## src/rtl/ar_rxd_hub.sv

```systemverilog
// ARINC-429 multi-channel receiver: per-channel word assembly, label filter,
// per-channel holding registers, round-robin arbiter, shared FWFT word FIFO.
//  state | meaning
//  IDLE  | waiting for the first bit edge of a word
//  RECV  | shifting bits in, timing the null gap that ends a word
//  CHECK | parity and label filter, hand word to the holding register
module ar_rxd_hub #(
   parameter int NCH        = 4,
   parameter int FIFO_DEPTH = 16,
   parameter int GAP_CYC    = 1000
) (
   input  logic                        clk,
   input  logic                        R,
   input  logic [NCH-1:0]              inp1,
   input  logic [NCH-1:0]              inp0,
   input  logic                        filt_en,
   input  logic [7:0]                  filt_label,
   input  logic                        rd_en,
   output logic [7:0]                  rd_adr,
   output logic [23:0]                 rd_dat,
   output logic [2:0]                  rd_ch,
   output logic                        rd_perr,
   output logic                        empty,
   output logic                        full,
   output logic [$clog2(FIFO_DEPTH):0] level,
   output logic                        ce_wr,
   output logic [7:0]                  drop_cnt
);
   localparam int AW = $clog2(FIFO_DEPTH);
   localparam int GW = $clog2(GAP_CYC + 1);

   typedef enum logic [1:0] {IDLE, RECV, CHECK} ch_state_t;

   logic [NCH-1:0] s1_a, s1_b, s0_a, s0_b, act_q, act, edg;
   ch_state_t      st  [NCH];
   logic [5:0]     cnt [NCH];
   logic [GW-1:0]  gap [NCH];
   logic [31:0]    sh  [NCH];
   logic [7:0]     w_adr [NCH];
   logic [NCH-1:0] keep, drop;
   logic [3:0]     n_drop;
   logic [8:0]     drop_sum;
   // holding registers sized for 8 channels so a 3-bit grant can index them directly
   logic [7:0]     hold_v;
   logic [32:0]    hold_w [8];
   logic [2:0]     last, gnt;
   logic           gnt_v, wr, pop;
   logic [35:0]    mem [FIFO_DEPTH];
   logic [35:0]    head;
   logic [AW:0]    wr_ptr, rd_ptr;

   assign act = s1_b | s0_b;
   assign edg = act & ~act_q;

   always_comb begin
      n_drop = '0;
      for (int i = 0; i < NCH; i++) begin
         for (int k = 0; k < 8; k++) w_adr[i][7-k] = sh[i][k];
         keep[i] = (st[i] == CHECK) && (!filt_en || (w_adr[i] == filt_label));
         drop[i] = keep[i] && hold_v[i];
         n_drop  = n_drop + 4'(drop[i]);
      end
      drop_sum = {1'b0, drop_cnt} + 9'(n_drop);
   end

   always_comb begin
      gnt   = '0;
      gnt_v = 1'b0;
      for (int k = 1; k <= NCH; k++) begin
         if (!gnt_v && hold_v[3'((int'(last) + k) % NCH)]) begin
            gnt   = 3'((int'(last) + k) % NCH);
            gnt_v = 1'b1;
         end
      end
   end

   assign wr    = gnt_v && !full;
   assign ce_wr = wr;
   assign pop   = rd_en && !empty;

   always_ff @(posedge clk) begin
      if (!R) begin
         s1_a     <= '0;
         s1_b     <= '0;
         s0_a     <= '0;
         s0_b     <= '0;
         act_q    <= '0;
         hold_v   <= '0;
         last     <= 3'(NCH - 1);
         drop_cnt <= '0;
         for (int i = 0; i < NCH; i++) begin
            st[i]  <= IDLE;
            cnt[i] <= '0;
            gap[i] <= '0;
            sh[i]  <= '0;
         end
         for (int i = 0; i < 8; i++) hold_w[i] <= '0;
      end else begin
         s1_a  <= inp1;
         s1_b  <= s1_a;
         s0_a  <= inp0;
         s0_b  <= s0_a;
         act_q <= act;
         drop_cnt <= drop_sum[8] ? 8'hFF : drop_sum[7:0];
         if (wr) begin
            hold_v[gnt] <= 1'b0;
            last        <= gnt;
         end
         for (int i = 0; i < NCH; i++) begin
            case (st[i])
               IDLE: begin
                  if (edg[i] && !(s1_b[i] && s0_b[i])) begin
                     sh[i][0] <= s1_b[i];
                     cnt[i]   <= 6'd1;
                     gap[i]   <= '0;
                     st[i]    <= RECV;
                  end
               end
               RECV: begin
                  if (s1_b[i] && s0_b[i]) begin
                     st[i] <= IDLE;
                  end else if (edg[i]) begin
                     gap[i] <= '0;
                     if (cnt[i] == 6'd32) begin
                        st[i] <= IDLE;
                     end else begin
                        sh[i][cnt[i][4:0]] <= s1_b[i];
                        cnt[i]             <= cnt[i] + 6'd1;
                     end
                  end else if (!act[i]) begin
                     if (gap[i] == GW'(GAP_CYC - 1))
                        st[i] <= (cnt[i] == 6'd32) ? CHECK : IDLE;
                     else
                        gap[i] <= gap[i] + 1'b1;
                  end else begin
                     gap[i] <= '0;
                  end
               end
               CHECK: begin
                  st[i] <= IDLE;
                  if (keep[i] && !hold_v[i]) begin
                     hold_v[i] <= 1'b1;
                     hold_w[i] <= {~^sh[i], w_adr[i], sh[i][31:8]};
                  end
               end
               default: st[i] <= IDLE;
            endcase
         end
      end
   end

   always_ff @(posedge clk) begin
      if (wr) mem[wr_ptr[AW-1:0]] <= {hold_w[gnt][32], gnt, hold_w[gnt][31:0]};
   end

   always_ff @(posedge clk) begin
      if (!R) begin
         wr_ptr <= '0;
         rd_ptr <= '0;
      end else begin
         if (wr)  wr_ptr <= wr_ptr + 1'b1;
         if (pop) rd_ptr <= rd_ptr + 1'b1;
      end
   end

   assign level = wr_ptr - rd_ptr;
   assign empty = (level == '0);
   assign full  = (level == (AW+1)'(FIFO_DEPTH));
   // memory is not reset, so the head is forced to zero while empty
   assign head    = empty ? '0 : mem[rd_ptr[AW-1:0]];
   assign rd_perr = head[35];
   assign rd_ch   = head[34:32];
   assign rd_adr  = head[31:24];
   assign rd_dat  = head[23:0];
endmodule
```

## config.mk

```make
export PLATFORM = sky130hd
export DESIGN_NAME = ar_rxd_hub
export DESIGN_NICKNAME = d
export VERILOG_FILES = /design/src/rtl/ar_rxd_hub.sv
export SDC_FILE = /design/constraint.sdc
export NUM_CORES = 1
export LEC_CHECK = 0
export CAP_MARGIN = 20
export CORE_MARGIN = 5
export CORE_UTILIZATION = 55
export CTS_BUF_LIST = sky130_fd_sc_hd__clkbuf_4 sky130_fd_sc_hd__clkbuf_8 sky130_fd_sc_hd__clkbuf_16
export DETAILED_ROUTE_END_ITERATION = 10
export DONT_BUFFER_PORTS = 1
export PLACE_DENSITY_LB_ADDON = 0.12
export SKIP_CTS_REPAIR_TIMING = 1
export SYNTH_ARGS = -nofsm -noshare
export SYNTH_HDL_FRONTEND = slang
export SYNTH_SLANG_ARGS = --single-unit
```

## constraint.sdc

```tcl
create_clock -name clk -period 7.4 [get_ports clk]
set_input_delay 1.11 -clock clk [delete_from_list [all_inputs] [get_ports clk]]
set_output_delay 1.11 -clock clk [all_outputs]
set_load 0.02 [all_outputs]
```

Word-level counts from Yosys, hierarchy flattened:

Memories as Yosys holds them, arrays and structs flattened. A register that Yosys moved wholly into a read port is not among the register bits.
Cells that the tools add are included.

* add/subtract/negate cells: 19
* magnitude comparators: 14
* equal/unequal tests: 21
* mux-type cells: 458
* bitwise gates (word level): 193
* reduce and logical (&&, ||, !) cells: 65

Operators by type and width (count)
* $mux W1: 380
* $or A1 B1 Y1: 184
* $mux W10: 16
* $mux W33: 4
* $mux W32: 4
* $reduce_xnor A32 Y1: 4
* $mux W2: 28
* $mux W6: 8
* $add A10 B1 Y10 const B: 4
* $eq A10 B10 Y1 const B: 4
* $mux W36: 1
* $eq A8 B8 Y1: 4
* $logic_and A1 B1 Y1: 30
* $add A6 B1 Y6 const B: 4
* $eq A6 B6 Y1 const B: 4
* $lt A5 B6 Y1 const B: 4
* $demux W1 S5: 4
* $ge A5 B1 Y1 const B: 4
* $lt A3 B5 Y1 const B: 4
* $logic_not A1 Y1: 14
* $bmux W1 S3: 4
* $mux W3: 4
* $mux W4: 3
* $reduce_or A3 Y1: 4
* other kinds (25): 46

* register bits: 48
* RAM bits: 1040
* input port bits: 20
* memories kept: 6

Memories
* mem: words 16, width 36, rd ports 1, clocked after Yosys merged registers in 1, write ports 1, line 48 `logic [35:0] mem [FIFO_DEPTH];`
* hold_w: words 8, width 33, rd ports 1, clocked after Yosys merged registers in 0, write ports 8, line 45 `logic [32:0] hold_w [8];`
* sh: words 4, width 32, rd ports 4, clocked after Yosys merged registers in 0, write ports 4, line 38 `logic [31:0] sh [NCH];`
* gap: words 4, width 10, rd ports 4, clocked after Yosys merged registers in 0, write ports 4, line 37 `logic [GW-1:0] gap [NCH];`
* cnt: words 4, width 6, rd ports 4, clocked after Yosys merged registers in 0, write ports 4, line 36 `logic [5:0] cnt [NCH];`
* st: words 4, width 2, rd ports 4, clocked after Yosys merged registers in 0, write ports 4, line 35 `ch_state_t st [NCH];`

Longest topological paths before layout:

* depth after elaboration: 25
* depth in mapped cells: 15

Worst setup path before layout:

No wires, ideal clock.

* path kind: reg-to-reg
* start point: register wr_ptr[0]
* end point: memory mem[3][0], enable pin
* setup time: 0.515 ns
* arrival: 5.247 ns
* required time: 6.885 ns
* path slack: 1.638 ns
* stages on the path, launching flop included: 11
* period minus slack after synthesis: 5.762 ns
* cell sequence: dfxtp_1 > inv_1 > ha_1 > fa_1 > nor2b_1 > o21ai_0 > a21oi_1 > a2111o_1 > inv_2 > buf_6 > nor4_1

* cells in the longest elaborated chain, start to end: 6

RTL lines
* start: declaration: line 50 `logic [AW:0] wr_ptr, rd_ptr;`
* start signal: assignment: line 161 `if (wr) wr_ptr <= wr_ptr + 1'b1;`
* $sub A5 B5 Y5: line 166 `assign level = wr_ptr - rd_ptr;`
* $eq A5 B5 Y1: line 168 `assign full = (level == (AW+1)'(FIFO_DEPTH));`
* named net full: line 24 `output logic full,`
* $logic_not A1 Y1: line 77 `assign wr = gnt_v && !full;`
* $logic_and A1 B1 Y1: line 77
* $mux W1: line 153 `if (wr) mem[wr_ptr[AW-1:0]] <= {hold_w[gnt][32], gnt, hold_w[gnt][31:0]};`
* $mux W1 (not written as such): line 153
* end: declaration: line 48

The timed path passes the listed nets, and every way through them passes these cells.

Final worst setup path:

* start point: register wr_ptr[0]
* end point: output port rd_dat[14]

* cells in the longest elaborated chain, start to end: 3

RTL lines
* $sub A5 B5 Y5: line 166
* $logic_not A5 Y1: line 167 `assign empty = (level == '0);`
* named net empty: line 23 `output logic empty,`
* $mux W36: line 170 `assign head = empty ? '0 : mem[rd_ptr[AW-1:0]];`
* end: declaration: line 20 `output logic [23:0] rd_dat,`

The timed path passes the listed nets, and every way through them passes these cells.

==> results.cfg <==
[cts]
cts_buffers = 98
clk_pin_slew_ns = 0.05
clock_sinks = 940
root_buffer = clkbuf_16
clock_latency_ns = 0.65
clockBufferDepth = 3
htree_num_levels = 3
cts_tree = built

[routing]
via_per_inst = 5.94
drt_iter0_markers = 2197
vias = 21922
drtAntennaViolNets = 0
drt-pass1-iter-count = 5
wl_per_cell_um = 24.2
drc_errors = 0
drt-total-wl_mm = 89.5

[setup_path]
slowest_stage = a211oi_1
arrival_ns = 3.43
cp_top_family = compound AO/OA/AOI/OAI gates
path_cells = inv_1 -> ha_1 -> fa_1 -> nor2b_1 -> o21ai_0 -> nand3_1 -> a221oi_4 -> buf_4 -> a211oi_1
crit_fanout = 44
slowest_delay_ns = 0.76
required_ns = 6.29
critPathBufInv = 2
start_kind = register
path_class = register to output pin
endpoint_kind = output pin

[synthesis]
yosys_register_bits = 940
yosysWarnings = 0
synth_nets = 2679
yosysMostFrequentCell = edfxtp_1
synthTopCellsByCount = edfxtp_1, nor2_1, nand2_1, mux4_2, xnor2_1
yosysSeqAreaShare_pct = 68.8
syn_area_um2 = 40300
synth_edf_count = 892
ys_top_cells_by_area = edfxtp_1, mux4_2, xnor2_1, and2_1, dfxtp_1
synthCells = 2625
async_flop_share_pct = 0
synth_top_cell_area_share_pct = 66.4
synthFlopType = edfxtp_1
yosys.area.top_type = edfxtp_1
avgSynthCellArea_um2 = 15.4
synth_cell_types = 60

[sta]
drv_slew = 0
layout_setup_ws_ns = 2.86
fin_crit_ns = 4.54
worst_slew_pin_slew_ns = 0.996
rsz0062_at_grt = false
hold_slack_ns = 0.429
period_share_pct = 61.3
setup_violations = 0
skew_ns = 0.0171
hold_viol = 0
tns_ns = 0
worst_slew_margin_rel_pct = 33.5
fmax_ghz = 0.220

[floorplanning]
die_x_um = 281
initial_utilization_pct = 55.4
core-area_um2 = 72800
die_h_um = 281
die-area_um2 = 78800
io_pins = 72
row_count = 99

[final_layout]
fin_area_um2 = 44800
fin_nets = 2710
drive_above_1_share_pct = 16.2
seq_area_um2 = 27800
diodes = 0
multi_input_area_um2 = 12000
n_fill_cell = 5422
area_delta_synth_final_pct = 11.1
fin_cells = 3692

[global_routing]
top_usage_layer = met2
use_met1_pct = 30.0
grtUsageMet3_pct = 3.41
grt_pass1_vias = 22186
gr-usage-all-layers_pct = 22.8
grt.met2_usage_pct = 39.9
grt_overflow = 0
grt_max_degree = 175
antenna_found_initial = 1
grt_pass1_wl_mm = 137

[hold_path]
hold_path_class = register to register

[placed_design]
dp_worst_setup_slack_ns = 2.69
numPortBuffers = 0
dp_hpwl_mm = 54.9
place.gp.congestion = 0.850
placed_area_um2 = 41500
dpl.cell_count = 3496

[power]
leakage_nw = 14.6
ir_drop_uv = 189
powerDensity_nw_per_um2 = 306

[flow_run]
maxCapViolCount = 0

[run_status]
outcome = completed
## worst reg2reg max path: cells and delay by family (launching register included)
family                   cells  cell delay [ns]
AND/OR/NAND/NOR              8             1.15
AO/OA/AOI/OAI                1             0.73
adder cells (fa/ha/maj)      3             1.39
flip-flops                   1             0.55
buffers and inverters        1             0.05
XOR/XNOR                     1             0.22
## state kept, by name, summed over array words and instances (netlist names), named ones only
name,flops
s1_a,4
drop_cnt,8
hold_w,132
s0_b,4
cnt,24
sh,128
s0_a,4
rd_ptr,5
last,2
st,8
s1_b,4
mem,560
wr_ptr,5
hold_v,4
act_q,4
gap,40
## layer usage
| metal | wire length (µm) | vias up |
|---|---|---|
| met4 | 2730 | 0 |
| met2 | 46300 | 664 |
| met3 | 4750 | 158 |
| met5 | 0 | - |
| li1 | - | 9872 |
| met1 | 35700 | 11228 |
## power by group
| part | switching (W) | total (W) | internal [W] |
|---|---|---|---|
| sequential | 0.000174 | 0.00640 | 0.00623 |
| combinational | 0.00156 | 0.00257 | 0.00101 |
| clock | 0.00197 | 0.00473 | 0.00276 |
| total | 0.00371 | 0.0137 | 0.0100 |
## cells by family (layout without fill, tap and decap cells)
logic type	count (synthesis)	after routing	synth area share [%]
flops	940	940	68.8
xor+xnor	212	212	4.60
other cells	1	1	0.00930
buf+inv	178	286	1.80
fa+ha+maj	34	34	1.13
simple gates	844	844	10.6
mux	178	178	9.82
compound gates	238	238	3.28
## through the flow
step | total power (W) | utilization [%]
2_1_floorplan | 0.00845 | -
3_3_place_gp | 0.00905 | 56.7
3_5_place_dp | 0.00912 | 56.9
4_1_cts | 0.0138 | 61.2
5_1_grt | 0.0143 | 61.5
6_report | 0.0137 | 61.5
## final timing paths
kind              from           to  slack [ns]  cells past startpoint
max reg2reg   sh[0][0]  drop_cnt[0]        3.19                     14
min reg2reg    s1_a[2]      s1_b[2]        0.43                      1
max          wr_ptr[0]   rd_dat[14]        2.86                      9
min            s1_a[2]      s1_b[2]        0.43                      1
## final cells by class
cell class,count,area share (%)
Clock buffer,124,5.97
Timing Repair Buffer,71,1.44
Inverter,38,0.321
Clock inverter,53,0.991
Multi-Input combinational cell,1507,26.7
Tap cell,959,2.68
Sequential cell,940,61.9
## cell usage in the layout (no fill, tap or decap), types with 48 or more instances in the layout
cell and n:
edfxtp_1 892, nand3_1 61, xnor2_1 169, and2_1 159, and3_1 48, clkbuf_16 99
buf_4 55, nor2b_1 50, nand2_1 189, o21ai_0 152, mux4_2 174, nor2_1 219
Power figures use the tool's default switching activity.
